`src/rtl/alu_share_arbiter_if.sv`:
```
// Dual-lane request/response bundle between issue logic, the shared-ALU arbiter and the ALU itself.
interface alu_share_arbiter_if #(
  parameter int DATA_WIDTH  = 32,
  parameter int SEL_WIDTH   = 4,
  parameter int SHAMT_WIDTH = 5
);
  logic                     flush;
  logic [1:0]               req_valid;
  logic [1:0]               req_ready;
  logic [2*SEL_WIDTH-1:0]   req_op;
  logic [2*DATA_WIDTH-1:0]  req_a;
  logic [2*DATA_WIDTH-1:0]  req_b;
  logic [2*SHAMT_WIDTH-1:0] req_shamt;
  logic [SEL_WIDTH-1:0]     alu_op;
  logic [DATA_WIDTH-1:0]    alu_a;
  logic [DATA_WIDTH-1:0]    alu_b;
  logic [SHAMT_WIDTH-1:0]   alu_shamt;
  logic [DATA_WIDTH-1:0]    alu_result;
  logic                     alu_zero;
  logic [1:0]               rsp_valid;
  logic [1:0]               rsp_ready;
  logic [2*DATA_WIDTH-1:0]  rsp_result;
  logic [1:0]               rsp_zero;
  logic [1:0]               rsp_err;

  modport slave (
    input  flush, req_valid, req_op, req_a, req_b, req_shamt,
           alu_result, alu_zero, rsp_ready,
    output req_ready, alu_op, alu_a, alu_b, alu_shamt,
           rsp_valid, rsp_result, rsp_zero, rsp_err
  );

  modport master (
    output flush, req_valid, req_op, req_a, req_b, req_shamt,
           alu_result, alu_zero, rsp_ready,
    input  req_ready, alu_op, alu_a, alu_b, alu_shamt,
           rsp_valid, rsp_result, rsp_zero, rsp_err
  );
endinterface

```
`src/rtl/alu_share_arbiter.sv`:
```
// Round-robin sharing of one combinational ALU between two lanes: registered issue stage,
// result capture one edge later into a 1-entry response buffer per lane.
module alu_share_arbiter #(
  parameter int DATA_WIDTH  = 32,
  parameter int SEL_WIDTH   = 4,
  parameter int SHAMT_WIDTH = 5
) (
  input logic                clk,
  input logic                rst,
  alu_share_arbiter_if.slave bus
);
  logic                   rr_ptr;
  logic                   ex_valid;
  logic                   ex_id;
  logic                   ex_err;
  logic [SEL_WIDTH-1:0]   ex_op;
  logic [DATA_WIDTH-1:0]  ex_a;
  logic [DATA_WIDTH-1:0]  ex_b;
  logic [SHAMT_WIDTH-1:0] ex_shamt;

  logic [1:0]              rsp_valid;
  logic [2*DATA_WIDTH-1:0] rsp_result;
  logic [1:0]              rsp_zero;
  logic [1:0]              rsp_err;

  logic [SEL_WIDTH-1:0]   op_l [2];
  logic [DATA_WIDTH-1:0]  a_l  [2];
  logic [DATA_WIDTH-1:0]  b_l  [2];
  logic [SHAMT_WIDTH-1:0] sh_l [2];
  logic [1:0]             free;
  logic [1:0]             cand;
  logic [1:0]             grant;
  logic [1:0]             ready;
  logic                   acc;
  logic                   acc_id;

  always_comb begin
    for (int unsigned i = 0; i < 2; i++) begin
      op_l[i] = bus.req_op[i*SEL_WIDTH +: SEL_WIDTH];
      a_l[i]  = bus.req_a[i*DATA_WIDTH +: DATA_WIDTH];
      b_l[i]  = bus.req_b[i*DATA_WIDTH +: DATA_WIDTH];
      sh_l[i] = bus.req_shamt[i*SHAMT_WIDTH +: SHAMT_WIDTH];
      // A lane stays busy from accept until its response is taken
      free[i] = !(ex_valid && (ex_id == i[0])) && !rsp_valid[i];
    end
    cand  = bus.req_valid & free;
    grant = cand;
    if (cand == 2'b11)
      grant = rr_ptr ? 2'b10 : 2'b01;
    ready  = (rst && !bus.flush) ? grant : 2'b00;
    acc    = |(bus.req_valid & ready);
    acc_id = ready[1];
  end

  always_ff @(posedge clk or negedge rst) begin
    if (!rst) begin
      rr_ptr     <= 1'b0;
      ex_valid   <= 1'b0;
      ex_id      <= 1'b0;
      ex_err     <= 1'b0;
      ex_op      <= '0;
      ex_a       <= '0;
      ex_b       <= '0;
      ex_shamt   <= '0;
      rsp_valid  <= '0;
      rsp_result <= '0;
      rsp_zero   <= '0;
      rsp_err    <= '0;
    end else if (bus.flush) begin
      ex_valid  <= 1'b0;
      rsp_valid <= '0;
    end else begin
      for (int unsigned i = 0; i < 2; i++)
        if (rsp_valid[i] && bus.rsp_ready[i])
          rsp_valid[i] <= 1'b0;
      // The capturing lane is never the lane being drained, so these never collide
      if (ex_valid) begin
        rsp_valid[ex_id]                            <= 1'b1;
        rsp_result[ex_id*DATA_WIDTH +: DATA_WIDTH]  <= bus.alu_result;
        rsp_zero[ex_id]                             <= bus.alu_zero;
        rsp_err[ex_id]                              <= ex_err;
      end
      ex_valid <= acc;
      if (acc) begin
        ex_id    <= acc_id;
        ex_op    <= op_l[acc_id];
        ex_a     <= a_l[acc_id];
        ex_b     <= b_l[acc_id];
        ex_shamt <= sh_l[acc_id];
        ex_err   <= op_l[acc_id] > SEL_WIDTH'(8);
        rr_ptr   <= ~acc_id;
      end
    end
  end

  assign bus.req_ready  = ready;
  assign bus.alu_op     = ex_op;
  assign bus.alu_a      = ex_a;
  assign bus.alu_b      = ex_b;
  assign bus.alu_shamt  = ex_shamt;
  assign bus.rsp_valid  = rsp_valid;
  assign bus.rsp_result = rsp_result;
  assign bus.rsp_zero   = rsp_zero;
  assign bus.rsp_err    = rsp_err;
endmodule

```
`src/flat_wrapper.sv`:
```
// flat-port wrapper written by rule: the top's interface ports become plain ports
module alu_share_arbiter_flat 
#(
  parameter int DATA_WIDTH  = 32,
  parameter int SEL_WIDTH   = 4,
  parameter int SHAMT_WIDTH = 5
)
  (clk, rst, bus_flush, bus_req_valid, bus_req_op, bus_req_a, bus_req_b, bus_req_shamt, bus_alu_result, bus_alu_zero, bus_rsp_ready, bus_req_ready, bus_alu_op, bus_alu_a, bus_alu_b, bus_alu_shamt, bus_rsp_valid, bus_rsp_result, bus_rsp_zero, bus_rsp_err);
  alu_share_arbiter_if #(.DATA_WIDTH(DATA_WIDTH), .SEL_WIDTH(SEL_WIDTH), .SHAMT_WIDTH(SHAMT_WIDTH)) bus_i ();
  input logic clk;
  input logic rst;
  input wire logic [$bits(bus_i.flush)-1:0] bus_flush;
  input wire logic [$bits(bus_i.req_valid)-1:0] bus_req_valid;
  input wire logic [$bits(bus_i.req_op)-1:0] bus_req_op;
  input wire logic [$bits(bus_i.req_a)-1:0] bus_req_a;
  input wire logic [$bits(bus_i.req_b)-1:0] bus_req_b;
  input wire logic [$bits(bus_i.req_shamt)-1:0] bus_req_shamt;
  input wire logic [$bits(bus_i.alu_result)-1:0] bus_alu_result;
  input wire logic [$bits(bus_i.alu_zero)-1:0] bus_alu_zero;
  input wire logic [$bits(bus_i.rsp_ready)-1:0] bus_rsp_ready;
  output wire logic [$bits(bus_i.req_ready)-1:0] bus_req_ready;
  output wire logic [$bits(bus_i.alu_op)-1:0] bus_alu_op;
  output wire logic [$bits(bus_i.alu_a)-1:0] bus_alu_a;
  output wire logic [$bits(bus_i.alu_b)-1:0] bus_alu_b;
  output wire logic [$bits(bus_i.alu_shamt)-1:0] bus_alu_shamt;
  output wire logic [$bits(bus_i.rsp_valid)-1:0] bus_rsp_valid;
  output wire logic [$bits(bus_i.rsp_result)-1:0] bus_rsp_result;
  output wire logic [$bits(bus_i.rsp_zero)-1:0] bus_rsp_zero;
  output wire logic [$bits(bus_i.rsp_err)-1:0] bus_rsp_err;
  assign bus_i.flush = bus_flush;
  assign bus_i.req_valid = bus_req_valid;
  assign bus_i.req_op = bus_req_op;
  assign bus_i.req_a = bus_req_a;
  assign bus_i.req_b = bus_req_b;
  assign bus_i.req_shamt = bus_req_shamt;
  assign bus_i.alu_result = bus_alu_result;
  assign bus_i.alu_zero = bus_alu_zero;
  assign bus_i.rsp_ready = bus_rsp_ready;
  assign bus_req_ready = bus_i.req_ready;
  assign bus_alu_op = bus_i.alu_op;
  assign bus_alu_a = bus_i.alu_a;
  assign bus_alu_b = bus_i.alu_b;
  assign bus_alu_shamt = bus_i.alu_shamt;
  assign bus_rsp_valid = bus_i.rsp_valid;
  assign bus_rsp_result = bus_i.rsp_result;
  assign bus_rsp_zero = bus_i.rsp_zero;
  assign bus_rsp_err = bus_i.rsp_err;
  alu_share_arbiter #(.DATA_WIDTH(DATA_WIDTH), .SEL_WIDTH(SEL_WIDTH), .SHAMT_WIDTH(SHAMT_WIDTH)) u_core (.clk(clk), .rst(rst), .bus(bus_i));
endmodule
```
`config.mk`:
```
export PLATFORM = sky130hd
export DESIGN_NAME = alu_share_arbiter_flat
export DESIGN_NICKNAME = d
export VERILOG_FILES = /design/src/rtl/alu_share_arbiter_if.sv /design/src/rtl/alu_share_arbiter.sv /design/src/flat_wrapper.sv
export SDC_FILE = /design/constraint.sdc
export NUM_CORES = 1
export LEC_CHECK = 0
export ABC_AREA = 1
export BUFFER_PORTS_ARGS = -buffer_cell sky130_fd_sc_hd__buf_2
export CAP_MARGIN = 10
export CELL_PAD_IN_SITES_DETAIL_PLACEMENT = 1
export CELL_PAD_IN_SITES_GLOBAL_PLACEMENT = 1
export CORE_MARGIN = 2
export CORE_UTILIZATION = 32
export CTS_CLUSTER_SIZE = 16
export DETAILED_ROUTE_END_ITERATION = 7
export PLACE_DENSITY = 0.88
export SLEW_MARGIN = 0
export SYNTH_ARGS = -nofsm -noshare
export SYNTH_HDL_FRONTEND = slang
export SYNTH_SLANG_ARGS = --single-unit
export TNS_END_PERCENT = 100
```
`constraint.sdc`:
```
create_clock -name clk -period 1.7 [get_ports clk]
set_input_delay 0.255 -clock clk [delete_from_list [all_inputs] [get_ports clk]]
set_output_delay 0.255 -clock clk [all_outputs]
set_load 0.02 [all_outputs]
```
==> impl_summary.txt, run 1 <==
----------------------------------------------------
[Placed design]
  Placed Cells incl. Taps ... between 1k and 1.5k
  Dpl hpwl ... between 15 and 20 mm
  Gpl congestion ... about 0.80
  Cell area after placement ... ~0.0081 mm2
  Port bufs ... 330

[Timing]
  Post-route worst hold slack ... -0.131 ns
  RSZ-0062 raised after global routing ... yes
  Actual slew at the worst max-slew pin ... 0.941 ns
  Final setup violation count ... 0
  Max Slew Vio Count ... 0
  Max Freq ... about 0.6 GHz
  Final Skew ... just under 0.009 ns
  Crit share post-route ... 98.9%
  Shortest period the worst path allows ... about 1.7 ns
  Accumulated negative setup slack ... 0 ns
  Slew margin rel. ... between 30% and 40%
  Fin. Hold Viols ... 56

[Clocking]
  Clock sink total ... between 100 and 150
  CTS tree ... done
  Deepest clock path buffer count ... 2
  Buffer cell driving the clock tree root ... clkbuf_16
  Clock slew at the register clock pins of the worst setup and hold paths ... approximately 0.06 ns
  Clock network latency to the later pin of the worst-skew pair ... roughly 0.42 ns
  Depth of the CTS H-tree ... 4
  Number of buffers created by CTS ... 17

[Power and ir drop]
  Psw ... approximately 6.1 mW
  Cell internal power dissipation ... ~9.2 mW
  Power density over the cells ... ~1700 mW/mm2
  Worst voltage drop across the vdd grid ... approximately 630 uV
  Share of power burned in combinational logic ... a little under two fifths
  Clock share of power ... between 20% and 30%
  Lkg Pwr ... between 4 and 5 nW
  Post-layout total power ... around 15 mW
  Fraction of power spent switching nets ... approximately 40%
  Sequential share of power ... around 38%

[Setup path]
  Crit-path slowest cell ... dfrtp_1
  Signal arrival time at the worst endpoint ... between 1 and 1.5 ns
  Critical-path maximum fanout ... 2
  Worst path buffer plus inverter count ... 2
  Largest stage delay, worst path ... about 0.40 ns
  Worst path top cell family by delay ... simple AND/OR/NAND/NOR gates
  Required time at the worst-slack endpoint ... about 1.4 ns
  Category of the most critical setup path ... reg2out
  CP startpoint kind ... flop
  Crit-path most repeated cell ... nor2_2
  Cell-by-cell listing of the critical path ... nor2_2 > nand2_1 > nor2_2 > nand2_2 > inv_4 > buf_6
  Element type at the critical path end ... output pin

[Die]
  # rows ... 50
  Area of the die ... approximately 0.020 mm2
  Die extent in y ... approximately 140 um
  Count of boundary I/O pins ... approximately 330
  Core box area ... ~0.019 mm2
  Die extent in x ... approximately 140 um
  Initial cell density of the core ... between 30% and 40%

[Finish]
  Number of standard cells in the layout, taps in and fillers out ... approximately 1.3k
  Layout cells sized above 1 ... a little over two fifths
  Post-route cell area ... a little under 0.009 mm2
  Area added between synthesis and finish ... 43.4%
  Total Nets Final ... 1,207

[Logic synthesis]
  Number of synthesis warnings ... 0
  Synth unique cells ... 22
  Part of the Yosys area used for sequential elements ... 59.5%
  Post-synthesis register bit count ... between 100 and 150
  Post-synthesis cell area ... between 0.006 and 0.007 mm2
  Per-instance average area after synthesis ... ~9 um2
  Instance count of the mapped netlist ... just under 700
  Synthesized net count ... 871

[Hold path]
  Class of the tightest hold or removal check ... in2async

[Status]
  Result of the run ... finished with violations
  Violated checks ... hold timing

[Global route]
  Residual overflow from global routing ... 0
  First-pass GRT wire length ... ~32 mm
  Via count of the first global-routing pass ... 6,350
  Gr usage total ... between 20% and 30%
  Pin count of the biggest net entering global routing ... around 150
  Initial antenna violation count ... 2

[Drt]
  Initial drt markers ... 120
  Number of search-and-repair iterations in the first detailed-routing pass ... 4
  Antenna viol nets, final ... 0
  Remaining routing DRC violations ... 0
  Wire length per cell ... 16.2 um
  Total wire length after detailed routing ... ~21 mm
  Via count ... slightly below 6k
  Avg Vias per Cell ... roughly 4.6

[Job]
  Max capacitance violation total ... 0

----------------------------------------------------
-- Yosys cell counts --
library cell,n,area [um2]
a21o_1,1,7.51
a21oi_1,2,10.0
buf_12,1,20.0
buf_2,21,105
buf_6,1,11.3
buf_8,2,30.0
clkbuf_1,11,41.3
dfrtp_1,147,3680
inv_1,44,165
inv_2,3,11.3
inv_4,1,6.26
nand2_1,263,987
nand2_2,31,194
nand2_4,2,22.5
nand3_1,54,270
nand3_2,22,220
nand3b_1,1,7.51
nand4_1,1,6.26
nor2_1,2,7.51
nor2_4,1,11.3
o21ai_0,73,365
o31ai_1,1,7.51
-- final cells by class --
cell class	count	area, um2
Antenna cell	1	2.50
Clock inverter	11	129
Inverter	48	193
Timing Repair Buffer	353	1960
Fill cell	2308	9960
Sequential cell	147	3680
Multi-Input combinational cell	454	2130
Clock buffer	20	447
Tap cell	260	325
-- registers in the layout (all words and copies together), names as in the netlist --
register and count:
u_core.bus.alu_b 32, u_core.bus.alu_a 32, u_core.rr_ptr 1, u_core.bus.rsp_err 2, u_core.ex_id 1, u_core.bus.rsp_result 64, u_core.bus.alu_op 4, u_core.bus.rsp_valid 2
u_core.bus.rsp_zero 2, u_core.ex_valid 1, u_core.ex_err 1, u_core.bus.alu_shamt 5
-- logic make-up (layout without fill, tap and decap cells) --
logic type	count (synthesis)	count (layout)	synth area share (%)
compound gates	77	77	6.31
buf+inv	84	432	6.31
flops	147	147	59.5
other cells	0	1	0
simple gates	377	377	27.9
-- per-layer routing --
layer,wire (um),vias to the layer above,global-route usage (%)
met5,12,-,0
met4,368,2,6.51
met3,1650,31,6.41
met2,10600,236,36.2
met1,8300,2809,23.0
li1,-,2831,-
-- path summary, 6_finish.rpt --
path | end | startpoint | slack (ns) | cells past startpoint
min | u_core.bus.rsp_result[49] | rst | -0.13 | 2
max reg2reg | u_core.bus.alu_shamt[3] | u_core.bus.rsp_valid[0] | 0.12 | 10
max | bus_req_ready[0] | u_core.bus.rsp_valid[0] | 0.02 | 6
max in group asynchronous | u_core.ex_err | rst | 1.03 | 2
min reg2reg | u_core.bus.alu_a[25] | u_core.bus.alu_a[25] | 0.48 | 2
min in group clk | u_core.bus.rsp_valid[1] | bus_rsp_ready[1] | 0.02 | 2
-- stage by stage --
stage          setup WS, ns  utilization [%]
2_1_floorplan         0.221                -
3_3_place_gp          0.176             43.3
3_5_place_dp          0.109             43.3
5_1_grt              -0.100             47.1
6_report             0.0194             47.1
4_1_cts             -0.0126             46.8
-- placed cells by master (no fill, tap or decap), types with 7 or more instances in the layout --
master       n
buf_4       13
nand3_1     52
buf_12       7
nand2_1    262
clkbuf_16   18
inv_1       42
dfrtp_1    147
buf_2      327
o21ai_0     73
nand3_2     24
nand2_2     32
-- power by group through the flow --
stage / registers (mW) / clock network (mW) / logic (mW)
6_report: 5.79 / 3.71 / 5.80
2_1_floorplan: 7.58 / 0 / 1.53
3_3_place_gp: 5.76 / 0 / 5.60
5_1_grt: 5.97 / 3.94 / 6.35
4_1_cts: 5.80 / 3.81 / 5.84
3_5_place_dp: 5.82 / 0 / 5.78
-- timing repair --
| action | in CTS | in global routing |
|---|---|---|
| gates cloned | 0 | 2 |
| buffers inserted | 9 | 0 |
| gates resized for setup | 11 | 4 |
| hold buffers | 0 | 0 |
| pin swaps | 7 | 5 |
| endpoints found under the setup margin | 2 | 53 |
Note: power is estimated with default switching activity, not from simulation.
==> run 2: changes to the inputs <==
- CORE_MARGIN: 2 -> 10
- HOLD_SLACK_MARGIN: default -> 0.1
- PLACE_DENSITY: 0.88 -> default
- PLACE_DENSITY_LB_ADDON: default -> 0.1
==> run 2 against run 1 <==
Compared with the run above:
- the run ends with setup timing left
- flip-flop and latch count did not move
- power rose by 4.7%
- register-to-register slack got worse by 0.06 ns
- setup slack got worse by 0.024 ns
- final cell count rose by 14%
- sequential power rose by 0.9%
- utilization rose by 9.9 points
==> impl_summary.txt, run 2 (synthesized netlist as in run 1, its figures left out) <==
----------------------------------------------------
[Clocking]
  Number of buffers created by CTS ... 17 (unchanged)
  Buffer cell driving the clock tree root ... clkbuf_16
  CTS tree ... done
  Clock slew at the register clock pins of the worst setup and hold paths ... 0.07 ns (about the same)
  Clock sink total ... 147 (unchanged)
  Clock network latency to the later pin of the worst-skew pair ... 0.42 ns (about the same)
  Deepest clock path buffer count ... 2 (unchanged)
  Depth of the CTS H-tree ... 4 (unchanged)

[Drt]
  Initial drt markers ... 324 (+170%)
  Total length of routed met3 wires ... 2.36 mm (+43%)
  Total wire length after detailed routing ... 28.5 mm (+36%)
  Number of search-and-repair iterations in the first detailed-routing pass ... 6 (+2)
  Avg Vias per Cell ... 4.58 (+0.38%)
  Length of routed met2 wiring ... 13.8 mm (+30%)
  Via count ... 6,761 (+14%)
  Uppermost layer routed ... met4
  Post-route met1 wirelength ... 11.2 mm (+35%)
  Antenna viol nets, final ... 0 (unchanged)
  Remaining routing DRC violations ... 0 (unchanged)
  Wire length per cell ... 19.3 um (+20%)

[Die]
  Die extent in x ... 159 um (+11%)
  Initial cell density of the core ... 32.9% (unchanged)
  Die extent in y ... 159 um (+11%)
  # rows ... 50 (unchanged)
  Count of boundary I/O pins ... 331 (unchanged)
  Core box area ... 0.0188 mm2 (unchanged)
  Area of the die ... 0.0253 mm2 (+24%)

[Setup path]
  CP startpoint kind ... flop
  Element type at the critical path end ... output pin
  Cell-by-cell listing of the critical path ... nor2_2 > nand2_1 > nor2_2 > nand2_2 > clkinv_4 > buf_6
  Worst path buffer plus inverter count ... 2 (unchanged)
  Signal arrival time at the worst endpoint ... 1.45 ns (+0.02 ns)
  Crit-path slowest cell ... dfrtp_1
  Largest stage delay, worst path ... 0.40 ns (about the same)
  Critical-path maximum fanout ... 4 (+2)
  Required time at the worst-slack endpoint ... 1.44 ns (about the same)
  Category of the most critical setup path ... reg2out
  Crit-path most repeated cell ... nor2_2
  Worst path top cell family by delay ... simple AND/OR/NAND/NOR gates

[Global route]
  Gr usage total ... 21.6% (+1.4 points)
  Pin count of the biggest net entering global routing ... 148 (unchanged)
  Residual overflow from global routing ... 0 (unchanged)
  First-pass GRT wire length ... 43.9 mm (+35%)
  Via count of the first global-routing pass ... 7,715 (+21%)
  Initial antenna violation count ... 8 (+6)

[Timing]
  Post-route worst hold slack ... 0.116 ns (+0.246 ns)
  Post-route setup slack ... -0.00480 ns (-0.0242 ns)
  Final setup violation count ... 1 (+1)
  Fin. Hold Viols ... 0 (-100%)
  Max Freq ... 0.587 GHz (-1.4%)
  Actual slew at the worst max-slew pin ... 0.780 ns (-0.161 ns)
  Crit share post-route ... 100% (+1.4 points)
  Max Slew Vio Count ... 0 (unchanged)
  Final Skew ... 0.0113 ns (+0.00270 ns)
  Shortest period the worst path allows ... 1.70 ns (+0.0242 ns)
  Slew margin rel. ... 48.0% (+11 points)
  RSZ-0062 raised after global routing ... yes

[Placed design]
  Port bufs ... 330 (unchanged)
  Gpl congestion ... 0.760 (-5.2%)
  Setup slack at placement ... 0.0422 ns (-0.0673 ns)
  Dpl hpwl ... 17.4 mm (+15%)

[Hold path]
  Class of the tightest hold or removal check ... in2reg

[Power and ir drop]
  Worst voltage drop across the vdd grid ... 706 uV (+12%)
  Lkg Pwr ... 5.74 nW (+16%)
  Power density over the cells ... 1490 mW/mm2 (-14%)

[Finish]
  Number of flip-flops under the largest register name ... 64 (unchanged)
  Top register by number of flip-flops ... u_core.bus.rsp_result
  Number of fillers in the final layout ... 2,229 (-3.4%)
  Most common cell after layout, fill and taps aside ... buf_2
  Total Nets Final ... 1,380 (+14%)
  Layout cells sized above 1 ... 38.9% (-4.6 points)
  Area added between synthesis and finish ... 73.6%
  Most frequent cells in the layout ... buf_2 (327), nand2_1 (262), dlygate4sd3_1 (162)

[Status]
  Result of the run ... finished with violations
  Violated checks ... setup timing

[Job]
  Max capacitance violation total ... 0 (unchanged)

----------------------------------------------------
==> run 2: path summary, 6_finish.rpt <==
check                                        start                   endpoint  slack [ns]  cells past startpoint
setup / recovery           u_core.bus.rsp_valid[0]           bus_req_ready[0]      -0.005                      6
hold / removal                   bus_alu_result[7]   u_core.bus.rsp_result[7]        0.12                      3
setup reg to reg           u_core.bus.rsp_valid[0]        u_core.bus.alu_a[5]        0.06                     10
hold reg to reg            u_core.bus.alu_shamt[2]    u_core.bus.alu_shamt[2]        0.47                      2
max in group asynchronous                      rst            u_core.ex_valid        0.54                      3
min in group asynchronous                      rst  u_core.bus.rsp_result[23]        0.60                      3
==> run 2: worst reg2reg max path, delay by kind of cell (launching register included) <==
kind | cells | cell delay, ns
simple gates | 7 | 0.72
flops | 1 | 0.40
buf+inv | 3 | 0.40
==> run 2: repair_timing <==
| item | CTS | global route |
|---|---|---|
| setup endpoints to repair | 3 | 57 |
| pin swaps | 6 | 7 |
| hold buffers | 162 | 0 |
| cloned | 1 | 5 |
| endpoints found under the hold margin | 251 | 0 |
| buffers inserted | 9 | 8 |
| resized for setup | 16 | 14 |
==> run 2: through the flow <==
stage	utilization [%]	instance area, um2	setup TNS, ns	cells	power, mW
3_5_place_dp	43.4	8180	0	1250	11.7
2_1_floorplan	-	6190	0	685	9.11
4_1_cts	55.8	10500	-0.0439	1454	15.9
3_3_place_gp	43.4	8180	0	1250	11.6
5_1_grt	57.0	10700	-0.252	1475	17.0
6_report	57.0	10700	-0.00480	1475	16.0
==> run 2: routing by layer <==
layer	up-vias	GRT usage, %
li1	3192	-
met5	-	0
met4	0	11.7
met1	3215	24.0
met3	70	8.44
met2	284	35.1
==> run 2: report_power, final <==
part           switching [mW]  total [mW]  internal, mW
Combinational            4.16        6.49          2.33
Clock                    1.63        3.69          2.05
Sequential              0.882        5.84          4.96
==> run 2: layout make-up <==
type                       instances  area (um2)  share of cell area (%)
clock buffer                      17         425                    3.96
sequential                       147        3680                    34.3
antenna                            8        20.0                   0.186
timing repair inverter             1        8.76                  0.0816
tap                              260         325                    3.03
clock inverter                    15         145                    1.35
timing repair buffer             525        3760                    35.0
inverter                          48         205                    1.91
multi-input combinational        454        2170                    20.2
